File: src/rtl/serial_word_receiver_if.sv
// Bus bundle for serial_word_receiver: serial line in, buffered word out.
// Handshake: data_out is a valid word while data_valid is high; the word is
// consumed on any rising clk edge where data_valid && data_ready; data_valid
// never drops without such an edge (except at reset), and data_out does not
// change while data_valid is high unless a new word lands on the consuming edge.
interface serial_word_receiver_if #(
  parameter int DATA_BITS = 4
);
  logic                 rx;
  logic [DATA_BITS-1:0] data_out;
  logic                 data_valid;
  logic                 data_ready;
  logic                 frame_err;
  logic                 overrun;
  logic [2:0]           dbg_state;

  // Receiver side
  modport slave (
    input  rx,
    input  data_ready,
    output data_out,
    output data_valid,
    output frame_err,
    output overrun,
    output dbg_state
  );

  // Line driver / word consumer side
  modport master (
    output rx,
    output data_ready,
    input  data_out,
    input  data_valid,
    input  frame_err,
    input  overrun,
    input  dbg_state
  );
endinterface

File: src/rtl/serial_word_receiver.sv
// Serial-to-parallel frame receiver: start bit, DATA_BITS data bits LSB first,
// stop bit. Completed words land in a one-entry buffer with valid/ready;
// framing errors and dropped words are reported as one-cycle pulses.
module serial_word_receiver #(
  parameter int DATA_BITS    = 4,
  parameter int CLKS_PER_BIT = 16
) (
  input logic                  clk,
  input logic                  reset,
  serial_word_receiver_if.slave io_bus
);
  localparam int H     = CLKS_PER_BIT / 2;
  localparam int CNT_W = $clog2(CLKS_PER_BIT);
  localparam int IDX_W = (DATA_BITS > 1) ? $clog2(DATA_BITS) : 1;
  localparam logic [CNT_W-1:0] CNT_HALF = CNT_W'(H - 1);
  localparam logic [CNT_W-1:0] CNT_FULL = CNT_W'(CLKS_PER_BIT - 1);
  localparam logic [IDX_W-1:0] IDX_LAST = IDX_W'(DATA_BITS - 1);

  typedef enum logic [2:0] {
    S_IDLE  = 3'd0,
    S_START = 3'd1,
    S_DATA  = 3'd2,
    S_STOP  = 3'd3,
    S_BREAK = 3'd4
  } state_t;

  state_t               r_state, w_state_nxt;
  logic                 r_rx_meta, r_rx_s;
  logic [CNT_W-1:0]     r_cnt, w_cnt_nxt;
  logic [IDX_W-1:0]     r_idx, w_idx_nxt;
  logic [DATA_BITS-1:0] r_sh, w_sh_nxt, w_sh_shift;
  logic [DATA_BITS-1:0] r_data_out;
  logic                 r_data_valid, r_frame_err, r_overrun;
  logic                 w_deliver, w_stop_bad, w_take;

  // New bit enters at the top so the first-received bit ends up in bit 0.
  assign w_sh_shift = (r_sh >> 1) | (DATA_BITS'(r_rx_s) << (DATA_BITS - 1));

  // Two-flop synchronizer; idles high so reset never looks like a start bit.
  always_ff @(posedge clk) begin
    if (reset) begin
      r_rx_meta <= 1'b1;
      r_rx_s    <= 1'b1;
    end else begin
      r_rx_meta <= io_bus.rx;
      r_rx_s    <= r_rx_meta;
    end
  end

  // Frame FSM next state: bit timing, data shifting and stop-bit verdict.
  always_comb begin
    w_state_nxt = r_state;
    w_cnt_nxt   = r_cnt + 1'b1;
    w_idx_nxt   = r_idx;
    w_sh_nxt    = r_sh;
    w_deliver   = 1'b0;
    w_stop_bad  = 1'b0;
    case (r_state)
      S_IDLE: begin
        w_cnt_nxt = '0;
        if (!r_rx_s) w_state_nxt = S_START;
      end
      S_START: begin
        if (r_cnt == CNT_HALF) begin
          w_cnt_nxt = '0;
          if (!r_rx_s) begin
            w_state_nxt = S_DATA;
            w_idx_nxt   = '0;
          end else begin
            w_state_nxt = S_IDLE;
          end
        end
      end
      S_DATA: begin
        if (r_cnt == CNT_FULL) begin
          w_cnt_nxt = '0;
          w_sh_nxt  = w_sh_shift;
          if (r_idx == IDX_LAST) w_state_nxt = S_STOP;
          else                   w_idx_nxt   = r_idx + 1'b1;
        end
      end
      S_STOP: begin
        if (r_cnt == CNT_FULL) begin
          w_cnt_nxt   = '0;
          w_deliver   = r_rx_s;
          w_stop_bad  = !r_rx_s;
          w_state_nxt = r_rx_s ? S_IDLE : S_BREAK;
        end
      end
      S_BREAK: begin
        // Line stuck low after a bad stop bit: wait for it to recover.
        w_cnt_nxt = '0;
        if (r_rx_s) w_state_nxt = S_IDLE;
      end
      default: begin
        w_state_nxt = S_IDLE;
        w_cnt_nxt   = '0;
      end
    endcase
  end

  // Frame FSM state and datapath registers.
  always_ff @(posedge clk) begin
    if (reset) begin
      r_state <= S_IDLE;
      r_cnt   <= '0;
      r_idx   <= '0;
      r_sh    <= '0;
    end else begin
      r_state <= w_state_nxt;
      r_cnt   <= w_cnt_nxt;
      r_idx   <= w_idx_nxt;
      r_sh    <= w_sh_nxt;
    end
  end

  // A delivered word is accepted if the buffer is empty or emptying this edge.
  assign w_take = w_deliver && (!r_data_valid || io_bus.data_ready);

  // Output buffer plus error pulses.
  always_ff @(posedge clk) begin
    if (reset) begin
      r_data_out   <= '0;
      r_data_valid <= 1'b0;
      r_frame_err  <= 1'b0;
      r_overrun    <= 1'b0;
    end else begin
      r_frame_err <= w_stop_bad;
      r_overrun   <= w_deliver && !w_take;
      if (w_take) begin
        r_data_out   <= r_sh;
        r_data_valid <= 1'b1;
      end else if (r_data_valid && io_bus.data_ready) begin
        r_data_valid <= 1'b0;
      end
    end
  end

  assign io_bus.data_out   = r_data_out;
  assign io_bus.data_valid = r_data_valid;
  assign io_bus.frame_err  = r_frame_err;
  assign io_bus.overrun    = r_overrun;
  assign io_bus.dbg_state  = r_state;
endmodule

File: src/flat_wrapper.sv
// flat-port wrapper written by rule: the top's interface ports become plain ports
module serial_word_receiver_flat 
#(
  parameter int DATA_BITS    = 4,
  parameter int CLKS_PER_BIT = 16
)
  (clk, reset, io_bus_rx, io_bus_data_ready, io_bus_data_out, io_bus_data_valid, io_bus_frame_err, io_bus_overrun, io_bus_dbg_state);
  serial_word_receiver_if #(.DATA_BITS(DATA_BITS)) io_bus_i ();
  input logic clk;
  input logic reset;
  input wire logic [$bits(io_bus_i.rx)-1:0] io_bus_rx;
  input wire logic [$bits(io_bus_i.data_ready)-1:0] io_bus_data_ready;
  output wire logic [$bits(io_bus_i.data_out)-1:0] io_bus_data_out;
  output wire logic [$bits(io_bus_i.data_valid)-1:0] io_bus_data_valid;
  output wire logic [$bits(io_bus_i.frame_err)-1:0] io_bus_frame_err;
  output wire logic [$bits(io_bus_i.overrun)-1:0] io_bus_overrun;
  output wire logic [$bits(io_bus_i.dbg_state)-1:0] io_bus_dbg_state;
  assign io_bus_i.rx = io_bus_rx;
  assign io_bus_i.data_ready = io_bus_data_ready;
  assign io_bus_data_out = io_bus_i.data_out;
  assign io_bus_data_valid = io_bus_i.data_valid;
  assign io_bus_frame_err = io_bus_i.frame_err;
  assign io_bus_overrun = io_bus_i.overrun;
  assign io_bus_dbg_state = io_bus_i.dbg_state;
  serial_word_receiver #(.DATA_BITS(DATA_BITS), .CLKS_PER_BIT(CLKS_PER_BIT)) u_core (.clk(clk), .reset(reset), .io_bus(io_bus_i));
endmodule
File: config.mk
export PLATFORM = sky130hd
export DESIGN_NAME = serial_word_receiver_flat
export DESIGN_NICKNAME = d
export VERILOG_FILES = /design/src/rtl/serial_word_receiver_if.sv /design/src/rtl/serial_word_receiver.sv /design/src/flat_wrapper.sv
export SDC_FILE = /design/constraint.sdc
export NUM_CORES = 1
export LEC_CHECK = 0
export CAP_MARGIN = 20
export CORE_MARGIN = 3
export CORE_UTILIZATION = 51
export DETAILED_ROUTE_END_ITERATION = 7
export PLACE_DENSITY = 0.86
export SETUP_SLACK_MARGIN = 0.3
export SYNTH_ARGS = -nofsm -noshare
export SYNTH_HDL_FRONTEND = slang
export SYNTH_SLANG_ARGS = --single-unit
File: constraint.sdc
create_clock -name clk -period 2.2 [get_ports clk]
set_clock_uncertainty 0.2 [all_clocks]
set_input_delay 0.33 -clock clk [delete_from_list [all_inputs] [get_ports clk]]
set_output_delay 0.33 -clock clk [all_outputs]
set_load 0.01 [all_outputs]
After elaboration in Yosys (flattened, before gate mapping)
Cells that the tools add are included.
{ "word_totals": {"elab_cells": 66, "out_inout_bits": 10, "reg_bits": 22} }
{ "op_classes": {"eq_ne": 15, "bitwise_logic": 3, "reduce_logical": 15, "muxes": 21, "addsub": 2} }
{ "op_table": {"columns": ["op", "count"], "rows": [
  ["3-bit two-way mux", 7],
  ["3-bit one-hot mux with 5 select lines", 1],
  ["2-bit two-way mux", 5],
  ["2-bit by 1-bit inequality test with 1-bit output (second input constant)", 5],
  ["4-bit two-way mux", 2],
  ["4-bit one-hot mux with 2 select lines", 1],
  ["3-bit by 2-bit equality test with 1-bit output (second input constant)", 2],
  ["2-bit inequality test (second input constant)", 3],
  ["6-bit AND reduction", 1],
  ["5-bit AND reduction", 1],
  ["4-bit by 1-bit adder with 4-bit output (second input constant)", 1],
  ["4-bit by 3-bit equality test with 1-bit output (second input constant)", 1],
  ["4-bit equality test (second input constant)", 1],
  ["1-bit two-way mux", 4],
  ["3-bit by 4-bit bitwise OR with 4-bit output", 1],
  ["2-bit one-hot mux with 2 select lines", 1],
  ["2-bit nonzero test", 2],
  ["3-bit by 1-bit equality test with 1-bit output (second input constant)", 1],
  ["3-bit equality test (second input constant)", 1],
  ["1-bit logical AND", 3],
  ["1-bit zero test", 3],
  ["3-bit zero test", 1],
  ["3-bit OR reduction", 1],
  ["2-bit by 1-bit adder with 2-bit output (second input constant)", 1],
  ["other kinds (5)", 6]
]} }

Logic depth before layout (Yosys ltp)
{ "depth": {"depth_word": 6, "ltp_mapped": 6, "mapped_depth_nobuf": 5} }

Worst setup path after synthesis
No wires, ideal clock.
{ "synth_path": {"path_type": "register -> register", "startpoint": "register u_core.r_cnt[0]", "endpoint": "register u_core.r_data_out[0] (netlist: u_core.io_bus.data_out[0])", "path_stages_with_launch": 6, "path_slack_ns": 0.485, "arrival_time_ns": 1.387, "period_less_slack_ns": 1.715, "path_buffers": 0, "cell_sequence": "dfxtp_1 ha_1 nand4_2 nor4b_4 mux2i_1 nor2_1"} }
{ "synth_via": {"elab_chain_len": 4} }
{ "synth_lines": {"columns": ["item", "line_no", "rtl"], "rows": [
  ["from (decl)", "serial_word_receiver.sv:29", "logic [CNT_W-1:0] r_cnt, w_cnt_nxt;"],
  ["from (signal assigned)", "serial_word_receiver.sv:111", "r_cnt <= w_cnt_nxt;"],
  ["4-bit equality test", "serial_word_receiver.sv:83", "if (r_cnt == CNT_FULL) begin"],
  ["1-bit two-way mux", "serial_word_receiver.sv:83", null],
  ["1-bit two-way mux", "serial_word_receiver.sv:58", "case (r_state)"],
  ["1-bit logical AND", "serial_word_receiver.sv:118", "assign w_take = w_deliver && (!r_data_valid || io_bus.data_ready);"],
  ["to (signal assigned)", "serial_word_receiver.sv:131", "r_data_out <= r_sh;"],
  ["to (decl)", "serial_word_receiver.sv:32", "logic [DATA_BITS-1:0] r_data_out;"]
]} }
No other way between the ends.
A chain may end at the register's enable or synchronous reset.

Worst setup path in the final report
{ "layout_path": {"startpoint": "register u_core.r_state[2] (netlist: u_core.io_bus.dbg_state[2])", "endpoint": "output io_bus_dbg_state[2]"} }
{ "layout_rtl": {"columns": ["item", "line_no", "rtl"], "rows": [
  ["from (decl)", "serial_word_receiver.sv:27", "state_t r_state, w_state_nxt;"],
  ["from (signal assigned)", "serial_word_receiver.sv:110", "r_state <= w_state_nxt;"],
  ["to (decl)", "flat_wrapper.sv:17", "output wire logic [$bits(io_bus_i.dbg_state)-1:0] io_bus_dbg_state;"]
]} }
No word-level cell between the ends.

==> metrics.txt <==
# TYPE chip_impl_metric gauge
chip_impl_info{name="run_status",value="finished, final reports clean"} 1
chip_impl_metric{name="grt_start_max_net_pins",unit=""} 18
chip_impl_metric{name="design.die.area",unit="mm2"} 0.00235
chip_impl_metric{name="seqCellArea",unit="um2"} 452
chip_impl_metric{name="dpl.cell_count",unit=""} 128
chip_impl_metric{name="starting_utilization_of_the_core_area",unit="%"} 57.8
chip_impl_info{name="unrepaired_setup_endpoints_after_global_routing",value="false"} 1
chip_impl_info{name="worst_setup_path_class",value="reg -> out"} 1
chip_impl_metric{name="timing.final.setup_violations",unit=""} 0
chip_impl_metric{name="clock_buffer_count_from_cts",unit=""} 3
chip_impl_metric{name="route.antenna.remaining_nets",unit=""} 0
chip_impl_metric{name="share_of_final_layout_standard_cells_stronger_than_drive_strength_1",unit="%"} 14.7
chip_impl_info{name="top_usage_layer",value="met2"} 1
chip_impl_metric{name="final.fill_count",unit=""} 124
chip_impl_info{name="worst_setup_path_start_kind",value="flip-flop"} 1
chip_impl_metric{name="cts_buffer_depth",unit=""} 2
chip_impl_metric{name="multi_input_area",unit="um2"} 444
chip_impl_metric{name="fp.coreArea",unit="mm2"} 0.00159
chip_impl_metric{name="place.detailed.hpwl",unit="um"} 1230
chip_impl_metric{name="ys_warn_count",unit=""} 0
chip_impl_metric{name="layout_min_cycle_time",unit="ps"} 1810
chip_impl_metric{name="syn_area_per_cell",unit="um2"} 9.59
chip_impl_info{name="clk_root_buffer_cell",value="clkbuf_4"} 1
chip_impl_metric{name="synth_seq_cells",unit=""} 22
chip_impl_metric{name="routed_wl",unit="um"} 1790
chip_impl_metric{name="cap_viol_max_count",unit=""} 0
chip_impl_metric{name="reg2reg_setup_slack",unit="ps"} 420
chip_impl_metric{name="syn_area",unit="um2"} 921
chip_impl_metric{name="detail_route.drc_violations",unit=""} 0
chip_impl_metric{name="syn_nets",unit=""} 102
chip_impl_metric{name="stage_delay_of_the_slowest_cell_on_the_critical_path",unit="ps"} 550
chip_impl_metric{name="grt_use_total",unit="%"} 15.5
chip_impl_metric{name="area_delta_synth_final",unit="%"} 21.2
chip_impl_info{name="crit_path_top_delay_cell",value="clkdlybuf4s50_1"} 1
chip_impl_metric{name="num_antenna_cells",unit=""} 0
chip_impl_metric{name="insertion_delay",unit="ps"} 300
chip_impl_metric{name="leak_pwr",unit="uW"} 0.000423
chip_impl_info{name="rr_endpoint",value="u_core.io_bus.data_out[0]$_SDFFE_PP0P_"} 1
chip_impl_metric{name="grt-ovfl-total",unit=""} 0
chip_impl_metric{name="hold_path_depth",unit=""} 1
chip_impl_metric{name="power_share_of_the_clock_group",unit="%"} 29.4
chip_impl_metric{name="vias_per_cell",unit=""} 5.40
chip_impl_metric{name="grt_antenna_before_repair",unit=""} 0
chip_impl_info{name="hold_path_startpoint",value="u_core.r_rx_meta$_SDFF_PP1_"} 1
chip_impl_metric{name="grtUsageMet3",unit="%"} 4.91
chip_impl_metric{name="drt_first_pass_iters",unit=""} 4
chip_impl_metric{name="h-tree-depth",unit=""} 1
chip_impl_metric{name="power-per-cell-area",unit="mW/mm2"} 534
chip_impl_info{name="timing.critical_path.cells",value="clkdlybuf4s50_1"} 1
chip_impl_metric{name="cp_max_fo",unit=""} 9
chip_impl_metric{name="routed_length_per_placed_instance",unit="um"} 13.5
chip_impl_metric{name="grt_util_met1",unit="%"} 20.0
chip_impl_metric{name="netlist-cell-type-count",unit=""} 29
chip_impl_metric{name="postSynthCellCount",unit=""} 96
chip_impl_info{name="cpLargestDelayFamily",value="buffers and inverters"} 1
chip_impl_metric{name="p_sw_share",unit="%"} 20.9
chip_impl_metric{name="worst-endpoint-required",unit="ps"} 1670
chip_impl_info{name="cts_tree",value="yes"} 1
chip_impl_metric{name="min_period_over_period",unit="%"} 82.4
chip_impl_metric{name="report.final.slew_viol_count",unit=""} 0
chip_impl_metric{name="route.vias.total",unit=""} 718
chip_impl_metric{name="clkSinkCount",unit=""} 22
chip_impl_info{name="final_cell_mix",value="19 x dfxtp_1, 13 x nor2_1, 13 x clkdlybuf4s50_1"} 1
chip_impl_info{name="min_path_type",value="reg -> reg"} 1
chip_impl_metric{name="num_io_pins",unit=""} 14
chip_impl_metric{name="power_frac_comb",unit="%"} 3.5
chip_impl_metric{name="buffer_ports.inserted",unit=""} 13
chip_impl_info{name="most_frequent_standard_cell_in_the_layout_excluding_fill_and_tap_cells",value="dfxtp_1"} 1
chip_impl_metric{name="final-hold-violation-count",unit=""} 0
chip_impl_metric{name="grt_pass1_vias",unit=""} 648
chip_impl_metric{name="p_int",unit="uW"} 472
chip_impl_metric{name="gp_congestion",unit=""} 0.843
chip_impl_metric{name="floorplan.rows",unit=""} 14
chip_impl_metric{name="seq_area_frac_synth",unit="%"} 47.8
chip_impl_metric{name="clk_pin_slew_worst_paths",unit="ps"} 110
chip_impl_metric{name="endpoint_arrival_time_on_the_critical_path",unit="ps"} 1280
chip_impl_metric{name="ir_drop",unit="V"} 0.000445
chip_impl_info{name="setup.worst_path.end_class",value="output pin"} 1
chip_impl_metric{name="globalRouteMet2Util",unit="%"} 23.9
chip_impl_metric{name="net-switching-power",unit="uW"} 124
chip_impl_metric{name="grt_pass1_wl",unit="um"} 2860
chip_impl_metric{name="r2r_cells",unit=""} 6
chip_impl_metric{name="max_slew_margin",unit="%"} 71.0
chip_impl_metric{name="worstMarginPinSlew",unit="ps"} 430
chip_impl_metric{name="final_cells",unit=""} 133
chip_impl_info{name="hold_end",value="u_core.r_rx_s$_SDFF_PP1_"} 1
chip_impl_metric{name="final_setup_tns",unit="ps"} 0
chip_impl_metric{name="fmaxAchievable",unit="MHz"} 551
chip_impl_metric{name="critical_path.n_buffers_inverters",unit=""} 1
chip_impl_metric{name="finish.net_count",unit=""} 117
chip_impl_metric{name="chipWidth",unit="um"} 48.5
chip_impl_metric{name="pwr-share-seq",unit="%"} 67.1
chip_impl_metric{name="drt-initial-drc-count",unit=""} 9
chip_impl_metric{name="die_h",unit="um"} 48.5
chip_impl_info{name="worstReg2RegStart",value="u_core.r_cnt[0]$_SDFF_PP0_"} 1
chip_impl_metric{name="ctsHoldBuffers",unit=""} 0
flip-flops by register name, indices dropped and copies added, names as in the netlist:
signal	flops
u_core.io_bus.data_out	4
u_core.io_bus.data_valid	1
u_core.io_bus.dbg_state	3
u_core.io_bus.frame_err	1
u_core.io_bus.overrun	1
u_core.r_cnt	4
u_core.r_idx	2
u_core.r_rx_meta	1
u_core.r_rx_s	1
u_core.r_sh	4
logic make-up (layout without fill, tap and decap cells):
family	after synthesis	after routing	share of synthesized area, %
AND/OR/NAND/NOR	39	39	23.6
flip-flops	22	22	47.8
AO/OA/AOI/OAI	11	11	8.42
buffers and inverters	10	23	4.75
multiplexers	9	9	9.78
XOR/XNOR	3	3	2.85
adder cells (fa/ha/maj)	2	2	2.72
through the flow:
step                      total power [uW]  hold slack [ps]  area (um2)  worst slack, ps  util (%)
after floorplan                        423              189         921              485         -
after global placement                 432              192        1060              334      66.5
after detailed placement               433              207        1060              293      66.5
after CTS                              605              233        1090              314      68.1
after global routing                   624              250        1120              305      70.0
final                                  596              230        1120              387      70.0
worst max path at each step:
stage / from / to / cells past startpoint
2_1_floorplan: u_core.r_cnt[0]$_SDFF_PP0_ / u_core.io_bus.data_out[0]$_SDFFE_PP0P_ / 5
3_3_place_gp: io_bus_data_ready / u_core.io_bus.data_out[1]$_SDFFE_PP0P_ / 5
3_5_place_dp: io_bus_data_ready / u_core.io_bus.data_out[2]$_SDFFE_PP0P_ / 5
4_1_cts: u_core.r_cnt[0]$_SDFF_PP0_ / u_core.io_bus.data_out[1]$_SDFFE_PP0P_ / 5
5_1_grt: u_core.r_cnt[0]$_SDFF_PP0_ / u_core.io_bus.data_out[2]$_SDFFE_PP0P_ / 6
6_report: u_core.io_bus.dbg_state[2]$_SDFFE_PP0P_ / io_bus_dbg_state[2] / 1
synthesized netlist by cell type:
master | count | area, um2
dfxtp_1 | 22 | 440
nor2_1 | 13 | 48.8
mux2i_1 | 9 | 90.1
nor3_1 | 7 | 35.0
a21oi_1 | 4 | 20.0
inv_1 | 4 | 15.0
nand2_1 | 4 | 15.0
nand3_1 | 4 | 20.0
clkbuf_1 | 3 | 11.3
ha_1 | 2 | 25.0
nand2b_1 | 2 | 12.5
nand3b_1 | 2 | 15.0
o21ai_0 | 2 | 10.0
or2_2 | 2 | 12.5
xnor2_1 | 2 | 17.5
a22o_1 | 1 | 8.76
a2bb2o_1 | 1 | 10.0
a311o_1 | 1 | 10.0
and4b_1 | 1 | 10.0
buf_2 | 1 | 5.00
buf_4 | 1 | 7.51
clkbuf_2 | 1 | 5.00
nand4_2 | 1 | 12.5
nor2b_1 | 1 | 6.26
nor4b_4 | 1 | 23.8
o221a_2 | 1 | 11.3
o31ai_1 | 1 | 7.51
or3_1 | 1 | 6.26
xor2_1 | 1 | 8.76
power groups by stage:
stage | Clock (uW) | Sequential [uW] | Combinational, uW
4_1_cts | 181 | 403 | 20.7
2_1_floorplan | 0 | 411 | 12.2
3_5_place_dp | 0 | 412 | 20.5
6_report | 175 | 400 | 20.9
5_1_grt | 200 | 401 | 23.0
3_3_place_gp | 0 | 412 | 20.2
timing repair:
item                                    in CTS  in global routing
pin swaps                                    0                  1
gates cloned                                 0                  0
gates resized for setup                      3                  5
endpoints found under the setup margin       3                 11
hold endpoints to repair                     0                  0
setup buffers                                0                  2
metal layers:
metal  share of wire, %  vias up
met5                  0        -
met4                1.7        0
met3                3.9        4
met2                 47       17
met1                 47      339
li1                   -      358
layout make-up:
cell class | instances | area share (%)
multi-input cells | 64 | 39.8
clock buffers | 3 | 2.02
flip-flops and latches | 22 | 40.5
inverters | 4 | 1.35
repair buffers | 16 | 13.7
well taps | 24 | 2.69
Note: power is estimated with default switching activity, not from simulation.
